File: src/rtl/debug_unit_pkg.sv
// Shared command codes, status byte and FSM state type for the host debug unit.
package debug_unit_pkg;
    localparam logic [7:0] CMD_LOAD    = 8'h4C;
    localparam logic [7:0] CMD_RUN     = 8'h43;
    localparam logic [7:0] CMD_STEP    = 8'h53;
    localparam logic [7:0] CMD_RST_PC  = 8'h50;
    localparam logic [7:0] STATUS_HALT = 8'h48;

    typedef enum logic [3:0] {
        IDLE,
        LOAD_CNT,
        LOAD_BYTE,
        LOAD_WRITE,
        RST_PC,
        RUN,
        STEP,
        DUMP_ADDR,
        DUMP_CAP,
        DUMP_SEND,
        DUMP_WAIT
    } state_e;
endpackage

File: src/rtl/debug_unit_if.sv
// UART byte streams plus the pipeline-side dunit bus; slave is the debug unit, master the host/CPU side.
interface debug_unit_if #(
    parameter int NB_REG  = 32,
    parameter int NB_BYTE = 8
);
    logic [NB_BYTE-1:0] i_rx_data;
    logic               i_rx_valid;
    logic [NB_BYTE-1:0] o_tx_data;
    logic               o_tx_start;
    logic               i_tx_done;
    logic               i_halt;
    logic [NB_REG-1:0]  i_dunit_reg;
    logic [NB_REG-1:0]  i_dunit_mem_data;
    logic               o_dunit_clk_en;
    logic               o_dunit_reset_pc;
    logic               o_dunit_w_mem;
    logic [NB_REG-1:0]  o_dunit_addr;
    logic [NB_REG-1:0]  o_dunit_data_if;

    modport slave (
        input  i_rx_data, i_rx_valid, i_tx_done, i_halt, i_dunit_reg, i_dunit_mem_data,
        output o_tx_data, o_tx_start, o_dunit_clk_en, o_dunit_reset_pc, o_dunit_w_mem,
               o_dunit_addr, o_dunit_data_if
    );

    modport master (
        output i_rx_data, i_rx_valid, i_tx_done, i_halt, i_dunit_reg, i_dunit_mem_data,
        input  o_tx_data, o_tx_start, o_dunit_clk_en, o_dunit_reset_pc, o_dunit_w_mem,
               o_dunit_addr, o_dunit_data_if
    );
endinterface

File: src/rtl/dunit_word_shifter.sv
// Byte<->word shifter: packs rx bytes MSB first into a word, or unpacks a captured word MSB first.
module dunit_word_shifter #(
    parameter int NB_BYTE = 8,
    parameter int N_BYTES = 4,
    parameter int NB_WORD = NB_BYTE * N_BYTES,
    parameter int NB_CNT  = $clog2(N_BYTES) + 1
) (
    input  logic               clk_i,
    input  logic               rst_i,
    input  logic               clr_i,
    input  logic               push_i,
    input  logic [NB_BYTE-1:0] byte_i,
    input  logic               cap_i,
    input  logic [NB_WORD-1:0] word_i,
    input  logic               pop_i,
    output logic [NB_WORD-1:0] word_o,
    output logic [NB_BYTE-1:0] byte_o,
    output logic [NB_CNT-1:0]  cnt_o,
    output logic               done_o
);
    localparam logic [NB_CNT-1:0] CNT_FULL = NB_CNT'(N_BYTES);

    logic [NB_WORD-1:0] word_q;
    logic [NB_CNT-1:0]  cnt_q;

    // A push into a full word restarts the count at 1 so back-to-back load words need no clear.
    always_ff @(posedge clk_i or posedge rst_i) begin
        if (rst_i) begin
            word_q <= '0;
            cnt_q  <= '0;
        end else if (clr_i) begin
            cnt_q <= '0;
        end else if (cap_i) begin
            word_q <= word_i;
            cnt_q  <= '0;
        end else if (push_i) begin
            word_q <= {word_q[NB_WORD-NB_BYTE-1:0], byte_i};
            cnt_q  <= (cnt_q == CNT_FULL) ? NB_CNT'(1) : cnt_q + NB_CNT'(1);
        end else if (pop_i) begin
            word_q <= {word_q[NB_WORD-NB_BYTE-1:0], {NB_BYTE{1'b0}}};
            cnt_q  <= cnt_q + NB_CNT'(1);
        end
    end

    assign word_o = word_q;
    assign byte_o = word_q[NB_WORD-1 -: NB_BYTE];
    assign cnt_o  = cnt_q;
    assign done_o = (cnt_q == CNT_FULL);
endmodule

File: src/rtl/debug_unit.sv
// Host debug controller: decodes UART commands, loads imem, gates the pipeline clock and dumps state.
module debug_unit
    import debug_unit_pkg::*;
#(
    parameter int NB_REG      = 32,
    parameter int NB_BYTE     = 8,
    parameter int N_REGS      = 32,
    parameter int N_MEM_WORDS = 32,
    parameter int IMEM_WORDS  = 128
) (
    input logic          i_clk,
    input logic          i_reset,
    debug_unit_if.slave  dbg
);
    localparam int N_WB    = NB_REG / NB_BYTE;
    localparam int N_ITEMS = 1 + N_REGS + N_MEM_WORDS;
    localparam int NB_IDX  = NB_BYTE + 1;
    localparam int NB_ITEM = $clog2(N_ITEMS) + 1;
    localparam int NB_SCNT = $clog2(N_WB) + 1;

    state_e              state_q;
    logic [NB_BYTE-1:0]  nwords_q;
    logic [NB_IDX-1:0]   idx_q;
    logic [NB_ITEM-1:0]  item_q;
    logic                en_q, rst_pc_q, w_mem_q, tx_start_q;
    logic [NB_BYTE-1:0]  tx_data_q;
    logic [NB_REG-1:0]   addr_q, data_q;

    logic                sh_clr, sh_push, sh_cap, sh_pop, sh_done, last_word, item_last_byte;
    logic [NB_REG-1:0]   sh_word_in, sh_word;
    logic [NB_BYTE-1:0]  sh_byte, status;
    logic [NB_SCNT-1:0]  sh_cnt;

    // Item 0 is the status byte, then registers by index, then dmem words by byte address.
    function automatic logic [NB_REG-1:0] dump_addr(input logic [NB_ITEM-1:0] item);
        if (item == '0)
            return '0;
        else if (item <= NB_ITEM'(N_REGS))
            return NB_REG'(item - NB_ITEM'(1));
        else
            return NB_REG'(item - NB_ITEM'(N_REGS + 1)) << 2;
    endfunction

    assign status         = dbg.i_halt ? STATUS_HALT : '0;
    assign last_word      = (idx_q + NB_IDX'(1)) == NB_IDX'(nwords_q);
    assign sh_clr         = (state_q == LOAD_CNT) && dbg.i_rx_valid;
    assign sh_push        = dbg.i_rx_valid &&
                            ((state_q == LOAD_BYTE) || ((state_q == LOAD_WRITE) && !last_word));
    assign sh_cap         = (state_q == DUMP_CAP);
    assign sh_pop         = (state_q == DUMP_SEND);
    assign sh_word_in     = (item_q == '0) ? {status, {(NB_REG-NB_BYTE){1'b0}}} :
                            (item_q <= NB_ITEM'(N_REGS)) ? dbg.i_dunit_reg : dbg.i_dunit_mem_data;
    assign item_last_byte = (item_q == '0) ? (sh_cnt == NB_SCNT'(1)) : sh_done;

    dunit_word_shifter #(
        .NB_BYTE (NB_BYTE),
        .N_BYTES (N_WB)
    ) u_shifter (
        .clk_i  (i_clk),
        .rst_i  (i_reset),
        .clr_i  (sh_clr),
        .push_i (sh_push),
        .byte_i (dbg.i_rx_data),
        .cap_i  (sh_cap),
        .word_i (sh_word_in),
        .pop_i  (sh_pop),
        .word_o (sh_word),
        .byte_o (sh_byte),
        .cnt_o  (sh_cnt),
        .done_o (sh_done)
    );

    always_ff @(posedge i_clk or posedge i_reset) begin
        if (i_reset) begin
            state_q    <= IDLE;
            nwords_q   <= '0;
            idx_q      <= '0;
            item_q     <= '0;
            en_q       <= 1'b0;
            rst_pc_q   <= 1'b0;
            w_mem_q    <= 1'b0;
            tx_start_q <= 1'b0;
            tx_data_q  <= '0;
            addr_q     <= '0;
            data_q     <= '0;
        end else begin
            rst_pc_q   <= 1'b0;
            w_mem_q    <= 1'b0;
            tx_start_q <= 1'b0;
            case (state_q)
                IDLE: if (dbg.i_rx_valid) begin
                    case (dbg.i_rx_data)
                        CMD_LOAD:   state_q <= LOAD_CNT;
                        CMD_RUN:    begin en_q <= 1'b1; state_q <= RUN; end
                        CMD_STEP:   begin en_q <= 1'b1; state_q <= STEP; end
                        CMD_RST_PC: begin en_q <= 1'b1; rst_pc_q <= 1'b1; state_q <= RST_PC; end
                        default:    ;
                    endcase
                end
                LOAD_CNT: if (dbg.i_rx_valid) begin
                    nwords_q <= dbg.i_rx_data;
                    idx_q    <= '0;
                    state_q  <= (dbg.i_rx_data == '0) ? IDLE : LOAD_BYTE;
                end
                LOAD_BYTE: if (dbg.i_rx_valid && sh_cnt == NB_SCNT'(N_WB - 1)) state_q <= LOAD_WRITE;
                LOAD_WRITE: begin
                    w_mem_q <= 1'b1;
                    data_q  <= sh_word;
                    addr_q  <= (NB_REG'(idx_q) % NB_REG'(IMEM_WORDS)) << 2;
                    idx_q   <= idx_q + NB_IDX'(1);
                    state_q <= last_word ? IDLE : LOAD_BYTE;
                end
                RST_PC: begin
                    en_q    <= 1'b0;
                    state_q <= IDLE;
                end
                RUN: if (dbg.i_halt) begin
                    en_q    <= 1'b0;
                    item_q  <= '0;
                    addr_q  <= dump_addr('0);
                    state_q <= DUMP_ADDR;
                end
                STEP: begin
                    en_q    <= 1'b0;
                    item_q  <= '0;
                    addr_q  <= dump_addr('0);
                    state_q <= DUMP_ADDR;
                end
                DUMP_ADDR: state_q <= DUMP_CAP;
                DUMP_CAP:  state_q <= DUMP_SEND;
                DUMP_SEND: begin
                    tx_data_q  <= sh_byte;
                    tx_start_q <= 1'b1;
                    state_q    <= DUMP_WAIT;
                end
                DUMP_WAIT: if (dbg.i_tx_done) begin
                    if (!item_last_byte) begin
                        state_q <= DUMP_SEND;
                    end else if (item_q == NB_ITEM'(N_ITEMS - 1)) begin
                        state_q <= IDLE;
                    end else begin
                        item_q  <= item_q + NB_ITEM'(1);
                        addr_q  <= dump_addr(item_q + NB_ITEM'(1));
                        state_q <= DUMP_ADDR;
                    end
                end
                default: state_q <= IDLE;
            endcase
        end
    end

    // Halt gates the enable in the same cycle it is seen so the pipeline never advances past it.
    assign dbg.o_dunit_clk_en   = en_q & ~(((state_q == RUN) || (state_q == STEP)) & dbg.i_halt);
    assign dbg.o_dunit_reset_pc = rst_pc_q;
    assign dbg.o_dunit_w_mem    = w_mem_q;
    assign dbg.o_dunit_addr     = addr_q;
    assign dbg.o_dunit_data_if  = data_q;
    assign dbg.o_tx_data        = tx_data_q;
    assign dbg.o_tx_start       = tx_start_q;
endmodule

File: src/flat_wrapper.sv
// flat-port wrapper written by rule: the top's interface ports become plain ports
module debug_unit_flat import debug_unit_pkg::*;
#(
    parameter int NB_REG      = 32,
    parameter int NB_BYTE     = 8,
    parameter int N_REGS      = 32,
    parameter int N_MEM_WORDS = 32,
    parameter int IMEM_WORDS  = 128
)
  (i_clk, i_reset, dbg_i_rx_data, dbg_i_rx_valid, dbg_i_tx_done, dbg_i_halt, dbg_i_dunit_reg, dbg_i_dunit_mem_data, dbg_o_tx_data, dbg_o_tx_start, dbg_o_dunit_clk_en, dbg_o_dunit_reset_pc, dbg_o_dunit_w_mem, dbg_o_dunit_addr, dbg_o_dunit_data_if);
  debug_unit_if #(.NB_REG(NB_REG), .NB_BYTE(NB_BYTE)) dbg_i ();
  input logic i_clk;
  input logic i_reset;
  input wire logic [$bits(dbg_i.i_rx_data)-1:0] dbg_i_rx_data;
  input wire logic [$bits(dbg_i.i_rx_valid)-1:0] dbg_i_rx_valid;
  input wire logic [$bits(dbg_i.i_tx_done)-1:0] dbg_i_tx_done;
  input wire logic [$bits(dbg_i.i_halt)-1:0] dbg_i_halt;
  input wire logic [$bits(dbg_i.i_dunit_reg)-1:0] dbg_i_dunit_reg;
  input wire logic [$bits(dbg_i.i_dunit_mem_data)-1:0] dbg_i_dunit_mem_data;
  output wire logic [$bits(dbg_i.o_tx_data)-1:0] dbg_o_tx_data;
  output wire logic [$bits(dbg_i.o_tx_start)-1:0] dbg_o_tx_start;
  output wire logic [$bits(dbg_i.o_dunit_clk_en)-1:0] dbg_o_dunit_clk_en;
  output wire logic [$bits(dbg_i.o_dunit_reset_pc)-1:0] dbg_o_dunit_reset_pc;
  output wire logic [$bits(dbg_i.o_dunit_w_mem)-1:0] dbg_o_dunit_w_mem;
  output wire logic [$bits(dbg_i.o_dunit_addr)-1:0] dbg_o_dunit_addr;
  output wire logic [$bits(dbg_i.o_dunit_data_if)-1:0] dbg_o_dunit_data_if;
  assign dbg_i.i_rx_data = dbg_i_rx_data;
  assign dbg_i.i_rx_valid = dbg_i_rx_valid;
  assign dbg_i.i_tx_done = dbg_i_tx_done;
  assign dbg_i.i_halt = dbg_i_halt;
  assign dbg_i.i_dunit_reg = dbg_i_dunit_reg;
  assign dbg_i.i_dunit_mem_data = dbg_i_dunit_mem_data;
  assign dbg_o_tx_data = dbg_i.o_tx_data;
  assign dbg_o_tx_start = dbg_i.o_tx_start;
  assign dbg_o_dunit_clk_en = dbg_i.o_dunit_clk_en;
  assign dbg_o_dunit_reset_pc = dbg_i.o_dunit_reset_pc;
  assign dbg_o_dunit_w_mem = dbg_i.o_dunit_w_mem;
  assign dbg_o_dunit_addr = dbg_i.o_dunit_addr;
  assign dbg_o_dunit_data_if = dbg_i.o_dunit_data_if;
  debug_unit #(.NB_REG(NB_REG), .NB_BYTE(NB_BYTE), .N_REGS(N_REGS), .N_MEM_WORDS(N_MEM_WORDS), .IMEM_WORDS(IMEM_WORDS)) u_core (.i_clk(i_clk), .i_reset(i_reset), .dbg(dbg_i));
endmodule
File: config.mk
export PLATFORM = sky130hd
export DESIGN_NAME = debug_unit_flat
export DESIGN_NICKNAME = d
export VERILOG_FILES = /design/src/rtl/debug_unit_pkg.sv /design/src/rtl/debug_unit_if.sv /design/src/rtl/dunit_word_shifter.sv /design/src/rtl/debug_unit.sv /design/src/flat_wrapper.sv
export SDC_FILE = /design/constraint.sdc
export NUM_CORES = 1
export LEC_CHECK = 0
export CORE_AREA = 3 3 147 149
export DETAILED_ROUTE_END_ITERATION = 10
export DIE_AREA = 0 0 150 152
export GPL_TIMING_DRIVEN = 0
export PLACE_DENSITY = 0.58
export SETUP_SLACK_MARGIN = 0.15
export SYNTH_ARGS = -nofsm -noshare
export SYNTH_HDL_FRONTEND = slang
export SYNTH_SLANG_ARGS = --single-unit
File: constraint.sdc
create_clock -name i_clk -period 3.7 [get_ports i_clk]
set_clock_uncertainty 0.1 [all_clocks]
set_input_delay 0.555 -clock i_clk [delete_from_list [all_inputs] [get_ports i_clk]]
set_output_delay 0.555 -clock i_clk [all_outputs]
set_load 0.03 [all_outputs]
# ---- After elaboration in Yosys (flattened, before gate mapping)
# Index checks and enable logic that the tools add are counted.
dict set report totals {
  ff_bits 140
  out_inout_bits 76
  inputBits 77
}
dict set report op_classes {
  n_reduce_logical 26
  n_eq_ne 28
  bitwise 4
  magnitude_cmp 2
  n_addsub 5
  n_mux 46
}
# operator n
set ops {}
lappend ops {{$mux 32} 11}
lappend ops {{$pmux 32 s4} 1}
lappend ops {{$eq 8x7->1 const B} 5}
lappend ops {{$pmux 4 s10} 1}
lappend ops {{$mux 8} 4}
lappend ops {{$logic_not 8->1} 3}
lappend ops {{$mux 4} 6}
lappend ops {{$pmux 8 s3} 1}
lappend ops {{$mux 3} 6}
lappend ops {{$pmux 9 s2} 1}
lappend ops {{$eq 4x3->1 const B} 4}
lappend ops {{$le 8x6->1 const B} 2}
lappend ops {{$pmux 4 s4} 1}
lappend ops {{$ne 2x2->1 const B} 7}
lappend ops {{$eq 4x4->1 const B} 3}
lappend ops {{$reduce_and 5->1} 2}
lappend ops {{$add 9x1->9 const B} 1}
lappend ops {{$eq 9x8->1} 1}
lappend ops {{$mux 1} 9}
lappend ops {{$mux 9} 1}
lappend ops {{$reduce_bool 3->1} 3}
lappend ops {{$sub 8x1->9 const B} 1}
lappend ops {{$sub 8x6->9 const B} 1}
lappend ops {{$add 8x1->8 const B} 1}
lappend ops {{other kinds (24)} 35}

# ---- Depth between registers and ports, before layout
# Gate-level depths: netlist (run 1).
dict set report depth {
  depth_word 9
  mapped_depth 11
}

# ---- Modules after synthesis
# A second synthesis (run 1) with hierarchy kept.
dict set report unflattened {
  cells_unflattened 764
  hier_area_um2 7055.5
}
# mod cells_each seq_area_each_um2 area_per_inst_um2 n_inst
set by_module_without_submodules {}
lappend by_module_without_submodules {debug_unit 625 2102.0 5077.4 1}
lappend by_module_without_submodules {dunit_word_shifter 139 875.8 1978.1 1}

# ---- Worst setup path before layout (run 1)
# Ideal clock, no wire load.
dict set report synth_path {
  path_kind {reg2reg}
  from {reg u_core.item_q[0]}
  to {reg u_core.u_shifter.word_q[0] (netlist: u_core.u_shifter.word_o[0])}
  path_stages_with_launch 10
  setup_time_ps 125
  n_path_buf 2
  setup_slack_ps 1025
  t_arrival_ps 2450
  path_cell_list {dfrtp_1 > clkbuf_1 > inv_1 > ha_1 > or4b_4 > a211oi_4 > buf_6 > mux2i_1 > o22ai_1 > mux2_4}
}
dict set report synth_between {
  elab_chain_cells 4
}
# item line_no
set synth_lines {}
lappend synth_lines {{start, declared} debug_unit.sv:24} ;# logic [NB_ITEM-1:0] item_q;
lappend synth_lines {{start signal, assigned} debug_unit.sv:142} ;# item_q <= item_q + NB_ITEM'(1);
lappend synth_lines {{$le 8x6->1} debug_unit.sv:52} ;# (item_q <= NB_ITEM'(N_REGS)) ? dbg.i_dunit_reg : dbg.i_dunit_mem_data;
lappend synth_lines {{$mux 32} debug_unit.sv:52}
lappend synth_lines {{$mux 32 *} debug_unit.sv:51} ;# assign sh_word_in = (item_q == '0) ? {status, {(NB_REG-NB_BYTE){1'b0}}} :
lappend synth_lines {{$mux 32 *} dunit_word_shifter.sv:33} ;# end else if (cap_i) begin
lappend synth_lines {{end signal, assigned} dunit_word_shifter.sv:34} ;# word_q <= word_i;
lappend synth_lines {{end signal, assigned} dunit_word_shifter.sv:37} ;# word_q <= {word_q[NB_WORD-NB_BYTE-1:0], byte_i};
lappend synth_lines {{end signal, assigned} dunit_word_shifter.sv:40} ;# word_q <= {word_q[NB_WORD-NB_BYTE-1:0], {NB_BYTE{1'b0}}};
lappend synth_lines {{end, declared} dunit_word_shifter.sv:23} ;# logic [NB_WORD-1:0] word_q;
# Every way passes the cells marked *; elsewhere a longest branch is shown, timed or not.
# A chain may end at the register's enable or synchronous reset.

# ---- Worst setup path in the final report (run 1)
dict set report layout_path {
  from {reg u_core.state_q[1]}
  to {out dbg_o_dunit_clk_en}
}
dict set report layout_between {
  elab_chain_cells 5
}
# item line_no
set layout_lines {}
lappend layout_lines {{start, declared} debug_unit.sv:21} ;# state_e state_q;
lappend layout_lines {{start signal, assigned} debug_unit.sv:103} ;# state_q <= (dbg.i_rx_data == '0) ? IDLE : LOAD_BYTE;
lappend layout_lines {{start signal, assigned} debug_unit.sv:111} ;# state_q <= last_word ? IDLE : LOAD_BYTE;
lappend layout_lines {{$eq 4x3->1} debug_unit.sv:153} ;# assign dbg.o_dunit_clk_en = en_q & ~(((state_q == RUN) || (state_q == STEP)) & dbg.i_halt);
lappend layout_lines {{$logic_or 1x1->1 *} debug_unit.sv:153}
lappend layout_lines {{$and 1x1->1 *} debug_unit.sv:153}
lappend layout_lines {{$not 1->1 *} debug_unit.sv:153}
lappend layout_lines {{$and 1x1->1 *} debug_unit.sv:153}
lappend layout_lines {{end, declared} flat_wrapper.sv:22} ;# output wire logic [$bits(dbg_i.o_dunit_clk_en)-1:0] dbg_o_dunit_clk_en;
# Marks and branches as above.

==> summary.txt, run 1 <==
Yosys
  – Syn Inst Count: 747
  – Synth Cell Area: 7080 µm²
  – Mean Syn Cell Area: 9.48 µm²
  – Cell taking the most area after synthesis: dfrtp_1
  – Async SR Flop Fraction: 100%
  – Mapped Nets: 831
  – Area contributors post-synth: dfrtp_1, nand2_1, mux2_4
  – Seq/Total Area, Yosys: 42.1%
  – Synthesized flop and latch total: roughly 120
  – Synth cell types: 74
  – Synth Flop Type: dfrtp_1
  – Share of the synthesized area in the top cell type: 42.1%
  – Ys Warns: 0
  – Post-synth EDFFs: 0

Timing
  – Slew @ Worst Pin: roughly 0.85 ns
  – Period utilisation layout: between 90% and 100%
  – Fin crit period: roughly 3.3 ns
  – Setup TNS: 0 ns
  – Final Hold Fails: 0
  – Setup violations, final: 0
  – RSZ-0062 raised after global routing: no
  – Max Freq: 0.300 GHz
  – Final max-slew violation count: 0
  – Slew headroom: 42.9%

Power and ir drop
  – Leak: 4.18 nW
  – Worst VDD drop: 0.361 mV
  – Power Density: ~690 nW/µm²

Global route
  – Global-route wire length before repair: 33700 µm
  – Largest net degree at the start of global routing: 36
  – GR peak layer: met2
  – GR Layer Usage met3: 3.96%
  – Gr usage total: 18.9%
  – Met1 usage in global routing: 27.9%
  – GR Util met2: around 28%
  – Vias in the first global route: about 5900
  – Gr ovfl total: 0
  – Initial antenna violation count: 0

Clock network
  – CTS sink cnt: 119
  – Hold buffer count at cts: 0
  – Worst-Skew Late Latency: 0.42 ns
  – Clock buffer depth: 2
  – CTS tree: yes
  – Resized Gates After CTS: 0
  – Cts bufs inserted: 17
  – CTS clk-pin slew, worst paths: roughly 0.06 ns
  – Root Driver: clkbuf_16
  – H-tree levels: 4
  – Buffers inserted by post-CTS timing repair: 0

Place
  – PortBufs: 150
  – Detailed placement HPWL: 16200 µm
  – Routability cong.: 0.871
  – Placed cell areas: roughly 9000 µm²

Final layout
  – Share of layout cells above drive strength 1: between 10% and 20%
  – Post-route design area: 9570 µm²
  – Filler Cell Count: between 1500 and 2000
  – Nets: approximately 1000
  – Area added between synthesis and finish: 35.2%
  – ANT cells: 0

Worst hold path
  – WHS Path Cells: 2
  – HP Class: flop to flop

Setup path
  – CP Capture Point: dbg_o_dunit_clk_en
  – CP max FO: 10
  – Crit Path Category: flop to output pin
  – Reg-to-Reg End: u_core.u_shifter.word_o[1]
  – Crit start category: flop
  – Crit path DAT: roughly 2.7 ns
  – Crit path launch: u_core.state_q[1]
  – Worst Setup End Kind: output pin
  – Worst R2R Path Depth: 9
  – FF-to-FF Start: u_core.item_q[0]
  – R2r setup slk: approximately 0.48 ns
  – CP required: 3.04 ns

Routing
  – Pre-antenna DRT Iters: 5
  – Vias per inst: 5.13
  – Vias: 6168
  – Post-DR wirelength/cell: 17.7 µm
  – # DRC: 0
  – Routed Antenna Nets: 0
  – Initial drt markers: 426
  – WL final: 21300 µm

Floorplan
  – Die X-Extent: around 150 µm
  – Die ar.: 22800 µm²
  – Initial Util: 34.9%
  – DIE HEIGHT: 152 µm
  – IO Pins: 153
  – Core area: 20300 µm²
  – Rows: 52

Outcome
  – Status: completed

Job
  – Max-cap violation count: 0
==> registers in the layout, summed over array words and instances, names as in the netlist <==
signal,count
u_core.u_shifter.word_o,32
u_core.dbg.o_tx_data,8
u_core.dbg.o_dunit_data_if,32
u_core.dbg.o_tx_start,1
u_core.en_q,1
u_core.state_q,4
u_core.dbg.o_dunit_reset_pc,1
u_core.item_q,8
u_core.dbg.o_dunit_addr,11
u_core.u_shifter.cnt_o,3
u_core.idx_q,9
u_core.nwords_q,8
u_core.dbg.o_dunit_w_mem,1
==> per-layer routing <==
metal	part of all wire [%]	wire, µm	up-vias
li1	-	-	2949
met1	48	10200	3049
met2	46	9870	154
met3	4.5	956	16
met4	1.3	273	0
met5	0	0	-
==> worst min path at each step <==
| stage | startpoint | slack, ns | to |
|---|---|---|---|
| floorplan | u_core.u_shifter.word_o[24] | 0.35 | u_core.dbg.o_dunit_data_if[24] |
| global placement | u_core.dbg.o_dunit_data_if[20] | 0.36 | u_core.dbg.o_dunit_data_if[20] |
| detailed placement | u_core.dbg.o_dunit_data_if[21] | 0.36 | u_core.dbg.o_dunit_data_if[21] |
| CTS | u_core.dbg.o_dunit_data_if[21] | 0.38 | u_core.dbg.o_dunit_data_if[21] |
| global route | u_core.dbg.o_dunit_data_if[4] | 0.40 | u_core.dbg.o_dunit_data_if[4] |
| finish | u_core.dbg.o_dunit_data_if[31] | 0.37 | u_core.dbg.o_dunit_data_if[31] |
==> metrics by stage <==
stage | instances | util [%] | setup slack [ns] | hold slack, ns | power, mW
5_1_grt | 1202 | 47.2 | 0.230 | 0.398 | 6.96
3_3_place_gp | 1167 | 44.0 | 0.323 | 0.359 | 4.88
2_1_floorplan | 747 | - | 1.03 | 0.351 | 3.91
3_5_place_dp | 1170 | 44.2 | 0.486 | 0.361 | 4.91
6_report | 1202 | 47.2 | 0.367 | 0.372 | 6.58
4_1_cts | 1202 | 47.2 | 0.337 | 0.375 | 6.62
==> Yosys cell counts (3+ instances only) <==
| cell type | instances |
|---|---|
| o221ai_1 | 3 |
| a21o_1 | 3 |
| nand3_1 | 19 |
| a21oi_1 | 15 |
| buf_2 | 8 |
| o21ai_0 | 37 |
| nand3b_1 | 5 |
| nand2b_1 | 7 |
| buf_1 | 5 |
| o31ai_1 | 3 |
| o211ai_1 | 4 |
| xor2_1 | 9 |
| xnor2_1 | 12 |
| dfrtp_1 | 119 |
| inv_1 | 17 |
| mux2_2 | 22 |
| buf_6 | 8 |
| nor4_1 | 5 |
| or3b_2 | 3 |
| nor3b_1 | 3 |
| and3_1 | 7 |
| mux2_4 | 26 |
| and2_1 | 5 |
| mux2i_1 | 35 |
| ha_1 | 7 |
| nor2_1 | 21 |
| o22ai_1 | 14 |
| o2111ai_1 | 4 |
| buf_4 | 23 |
| nor3_1 | 10 |
| nand2_1 | 171 |
| clkbuf_1 | 25 |
| or3_1 | 3 |
| a211o_1 | 3 |
| nor2b_1 | 3 |
| a31oi_1 | 8 |
| o21ai_1 | 25 |
==> cells by family (layout without fill, tap and decap cells) <==
group                    count (synthesis)  count (layout)  share of synthesized area (%)
AND/OR/NAND/NOR                        281             281                           18.6
AO/OA/AOI/OAI                          147             147                           14.0
flip-flops                             119             119                           42.1
buffers and inverters                   86             271                           6.77
multiplexers                            83              83                           14.0
XOR/XNOR                                24              24                           3.39
adder cells (fa/ha/maj)                  7               7                           1.24
==> final cells by class <==
type / instances / area, µm² / share of cell area, %
clock buffer: 18 / 429 / 4.48
timing repair buffer: 153 / 1560 / 16.3
sequential: 119 / 2980 / 31.1
multi-input combinational: 542 / 3620 / 37.8
inverter: 17 / 67.6 / 0.706
tap: 270 / 338 / 3.53
buffer: 69 / 415 / 4.34
clock inverter: 14 / 161 / 1.69
==> layout by cell type (no fill, tap or decap), drive strengths merged, types with 10 or more instances in the layout <==
| cell type | netlist | layout |
|---|---|---|
| a21oi | 16 | 16 |
| a31oi | 10 | 10 |
| buf | 44 | 47 |
| clkbuf | 25 | 43 |
| clkdlybuf4s50 | 0 | 150 |
| dfrtp | 119 | 119 |
| inv | 17 | 24 |
| mux2 | 48 | 48 |
| mux2i | 35 | 35 |
| nand2 | 172 | 172 |
| nand3 | 20 | 20 |
| nor2 | 21 | 21 |
| nor3 | 11 | 11 |
| o21ai | 62 | 62 |
| o22ai | 14 | 14 |
| xnor2 | 13 | 13 |
| xor2 | 10 | 10 |
==> where the power goes <==
part | total [mW] | switching [mW] | leakage, nW | internal, mW
Sequential | 2.09 | 0.346 | 1.56 | 1.75
Clock | 1.68 | 0.670 | 0.285 | 1.01
Combinational | 2.80 | 1.57 | 2.34 | 1.23
==> critical path, stage by stage, from the launching register on <==
cell	delay [ns]
dfrtp_1	0.44
clkbuf_1	0.38
nand2b_1	0.26
a21oi_1	0.11
a21boi_0	0.33
clkdlybuf4s50_1	0.74
Power figures use the tool's default switching activity.
==> run 2, diff against run 1 <==
--- a/config.mk
+++ b/config.mk
@@ -5,12 +5,13 @@
 export SDC_FILE = /design/constraint.sdc
 export NUM_CORES = 1
 export LEC_CHECK = 0
-export CORE_AREA = 3 3 147 149
+export CORE_AREA = 2 2 145 147
 export DETAILED_ROUTE_END_ITERATION = 10
-export DIE_AREA = 0 0 150 152
+export DIE_AREA = 0 0 147 149
 export GPL_TIMING_DRIVEN = 0
-export PLACE_DENSITY = 0.58
+export PLACE_DENSITY = 0.59
 export SETUP_SLACK_MARGIN = 0.15
 export SYNTH_ARGS = -nofsm -noshare
 export SYNTH_HDL_FRONTEND = slang
+export SYNTH_HIERARCHICAL = 1
 export SYNTH_SLANG_ARGS = --single-unit
==> summary.txt, run 2 <==
Outcome
  – Status: completed

Yosys
  – Area contributors post-synth: dfrtp_1, nand2_1, mux2_2
  – Count leader, synth: nand2_1
  – Seq/Total Area, Yosys: 42.2% (+0.14 points)
  – XOR/XNOR Fraction of Synth Area: 2.36% (-1.0 points)
  – Synthesized flop and latch total: 119 (unchanged)
  – Syn Inst Count: 764 (+2.3%)
  – Ys Warns: 6 (+6)
  – Mapped Nets: 846 (+1.8%)
  – Synth Cell Area: 7060 µm² (-0.34%)
  – Post-synthesis adder-cell area fraction: 0.887% (-0.35 points)
  – Cell taking the most area after synthesis: dfrtp_1
  – Mean Syn Cell Area: 9.23 µm² (-2.6%)
  – Commonest cells post-synth: nand2_1, dfrtp_1, a21oi_1, mux2_2, clkbuf_1
  – Post-synthesis mux area share: 13.5% (-0.45 points)
  – Synth Flop Type: dfrtp_1
  – Simple-Gate Fraction of Synth Area: 19.7% (+1.1 points)
  – Post-synth EDFFs: 0 (unchanged)
  – Async SR Flop Fraction: 100% (unchanged)
  – Synth cell types: 65 (-12%)
  – Share of the synthesized area in the top cell type: 42.2% (+0.14 points)
  – Largest family of logic cells by synthesized area: simple AND/OR/NAND/NOR gates
  – Post-synthesis compound-gate area fraction: 14.0% (+0.083 points)

Floorplan
  – Rows: 53 (+1.9%)
  – Die ar.: 21900 µm² (-3.9%)
  – Die X-Extent: 147 µm (-2.0%)
  – IO Pins: 153 (unchanged)
  – Initial Util: 34.3% (-0.55 points)
  – Core area: 20600 µm² (+1.3%)
  – DIE HEIGHT: 149 µm (-2.0%)

Routing
  – Post-DR wirelength/cell: 17.1 µm (-3.5%)
  – Vias per inst: 5.01 (-2.3%)
  – Vias: 6135 (-0.54%)
  – Initial drt markers: 462 (+8.5%)
  – # DRC: 0 (unchanged)
  – Pre-antenna DRT Iters: 5 (unchanged)
  – Routed Antenna Nets: 0 (unchanged)
  – WL final: 20900 µm (-1.7%)

Clock network
  – Cts bufs inserted: 17 (unchanged)
  – Clock buffer depth: 2 (unchanged)
  – Buffers inserted by post-CTS timing repair: 0 (unchanged)
  – CTS sink cnt: 119 (unchanged)
  – CTS clk-pin slew, worst paths: 0.06 ns (about the same)
  – Worst-Skew Late Latency: 0.42 ns (about the same)
  – H-tree levels: 4 (unchanged)
  – Root Driver: clkbuf_16
  – Hold buffer count at cts: 0 (unchanged)
  – CTS tree: yes

Global route
  – Largest net degree at the start of global routing: 67 (+86%)
  – Vias in the first global route: 6047 (+2.8%)
  – Initial antenna violation count: 0 (unchanged)
  – GR Layer Usage met3: 4.28% (+0.32 points)
  – Gr usage total: 19.1% (+0.19 points)
  – GR peak layer: met2
  – GR Util met2: 30.4% (+2.2 points)
  – Met1 usage in global routing: 26.1% (-1.7 points)
  – Gr ovfl total: 0 (unchanged)
  – Global-route wire length before repair: 32600 µm (-3.3%)

Place
  – Placed cell areas: 8960 µm² (-0.28%)
  – Place WS: -0.389 ns (-0.876 ns)
  – Routability cong.: 0.842 (-3.4%)
  – Placed Cells: 1192 (+1.9%)
  – Detailed placement HPWL: 15300 µm (-5.6%)
  – PortBufs: 152 (+1.3%)

Setup path
  – Crit start category: flop
  – Crit Path Category: flop to flop
  – FF-to-FF Start: u_core/idx_q[0]
  – CP required: 3.90 ns (+0.86 ns)
  – Worst Setup End Kind: flop
  – Crit path launch: u_core/idx_q[0]
  – CP max FO: 10 (unchanged)
  – Crit path DAT: 3.54 ns (+0.86 ns)

Final layout
  – Final non-filler cell total: 1224 (+1.8%)
  – Post-route design area: 9570 µm² (about the same)
  – Area added between synthesis and finish: 35.6%
  – Commonest non-fill, non-tap cell in the layout: nand2_1
  – ANT cells: 0 (unchanged)
  – Nets: 1018 (+1.5%)
  – Most frequent cells in the layout: nand2_1, clkdlybuf4s50_1, dfrtp_1
  – Share of layout cells above drive strength 1: 17.6% (+1.9 points)
  – Filler Cell Count: 1986 (+0.51%)

Power and ir drop
  – Sequential power share: 37.2% (+5.4 points)
  – Sw Pwr: 1.63 mW (-37%)
  – Leak: 4.25 nW (+1.6%)
  – Clock network power share: 32.7% (+7.1 points)
  – Worst VDD drop: 0.379 mV (+5.0%)
  – Internal power: 3.11 mW (-22%)
  – Power Density: 495 nW/µm² (-28%)
  – Sw Ratio: 34.3% (-5.0 points)
  – Logic gate share of total power: 30.0% (-13 points)

Timing
  – Period utilisation layout: 90.4% (+0.36 points)
  – Slew headroom: 36.5% (-6.4 points)
  – RSZ-0062 raised after global routing: no
  – Setup TNS: 0 ns (unchanged)
  – Final max-slew violation count: 0 (unchanged)
  – Final WS setup: 0.354 ns (-0.0132 ns)
  – Final Hold Fails: 0 (unchanged)
  – Fin crit period: 3.35 ns (+0.0132 ns)
  – Max Freq: 0.299 GHz (-0.39%)
  – Setup violations, final: 0 (unchanged)
  – Worst hold slack: 0.373 ns (+0.000806 ns)
  – Slew @ Worst Pin: 0.953 ns (+0.0993 ns)

Job
  – Max-cap violation count: 0 (unchanged)

Worst hold path
  – HP Class: flop to flop
  – Hold path startpoint: u_core/dbg.o_dunit_data_if[2]
run 2: per-stage QoR:
stage          utilization (%)  power [mW]
5_1_grt                   46.5        4.99
6_report                  46.5        4.74
4_1_cts                   46.4        4.75
3_3_place_gp              43.4        3.14
2_1_floorplan                -        2.66
3_5_place_dp              43.6        3.16
run 2: final timing paths:
check                                                 endpoint  depth (start not counted)  slack [ns]
worst max-delay path               u_core/u_shifter/word_o[30]                         10        0.35
min in group asynchronous       u_core/dbg.o_dunit_data_if[24]                          2        0.40
worst min-delay path             u_core/dbg.o_dunit_data_if[2]                          2        0.37
worst min register to register   u_core/dbg.o_dunit_data_if[2]                          2        0.37
max in group asynchronous           u_core/u_shifter/word_o[1]                          2        2.38
worst max register to register     u_core/u_shifter/word_o[30]                         10        0.35
run 2: layer usage:
layer / part of all wire, % / vias up
li1: - / 2988
met1: 46 / 2954
met2: 46 / 174
met3: 6.0 / 19
met4: 1.5 / 0
met5: 0 / -
run 2: power groups by stage:
stage / Combinational [mW] / Sequential, mW / Clock, mW
finish: 1.42 / 1.76 / 1.55
global route: 1.54 / 1.80 / 1.64
CTS: 1.40 / 1.76 / 1.58
detailed placement: 1.38 / 1.78 / 0
global placement: 1.37 / 1.78 / 0
floorplan: 0.834 / 1.83 / 0
run 2: timing repair:
action	CTS	global route
gates resized for setup	4	4
endpoints found under the setup margin	35	32
cloned	0	0
run 2: cell families after synthesis:
kind of cell             after synthesis
flip-flops                           119
buffers and inverters                 91
AND/OR/NAND/NOR                      303
AO/OA/AOI/OAI                        152
XOR/XNOR                              19
multiplexers                          75
adder cells (fa/ha/maj)                5
run 2: cell type report:
cell class	count	area [µm²]	share of cell area [%]
inverters	16	62.6	0.654
well taps	275	344	3.60
clock inverters	14	118	1.23
clock buffers	18	439	4.59
flip-flops and latches	119	2980	31.1
plain buffers	75	454	4.75
repair buffers	153	1550	16.2
multi-input cells	554	3620	37.9
run 2: critical path, cell delays in order, from the launching register on:
cell and delay, ns:
dfrtp_1 0.47, ha_1 0.36, xnor2_1 0.14, o211ai_1 0.11, or3b_2 0.49, a2111oi_4 0.53
a211oi_4 0.19, nor3_4 0.22, nor2_4 0.09, buf_6 0.22, mux2_4 0.31
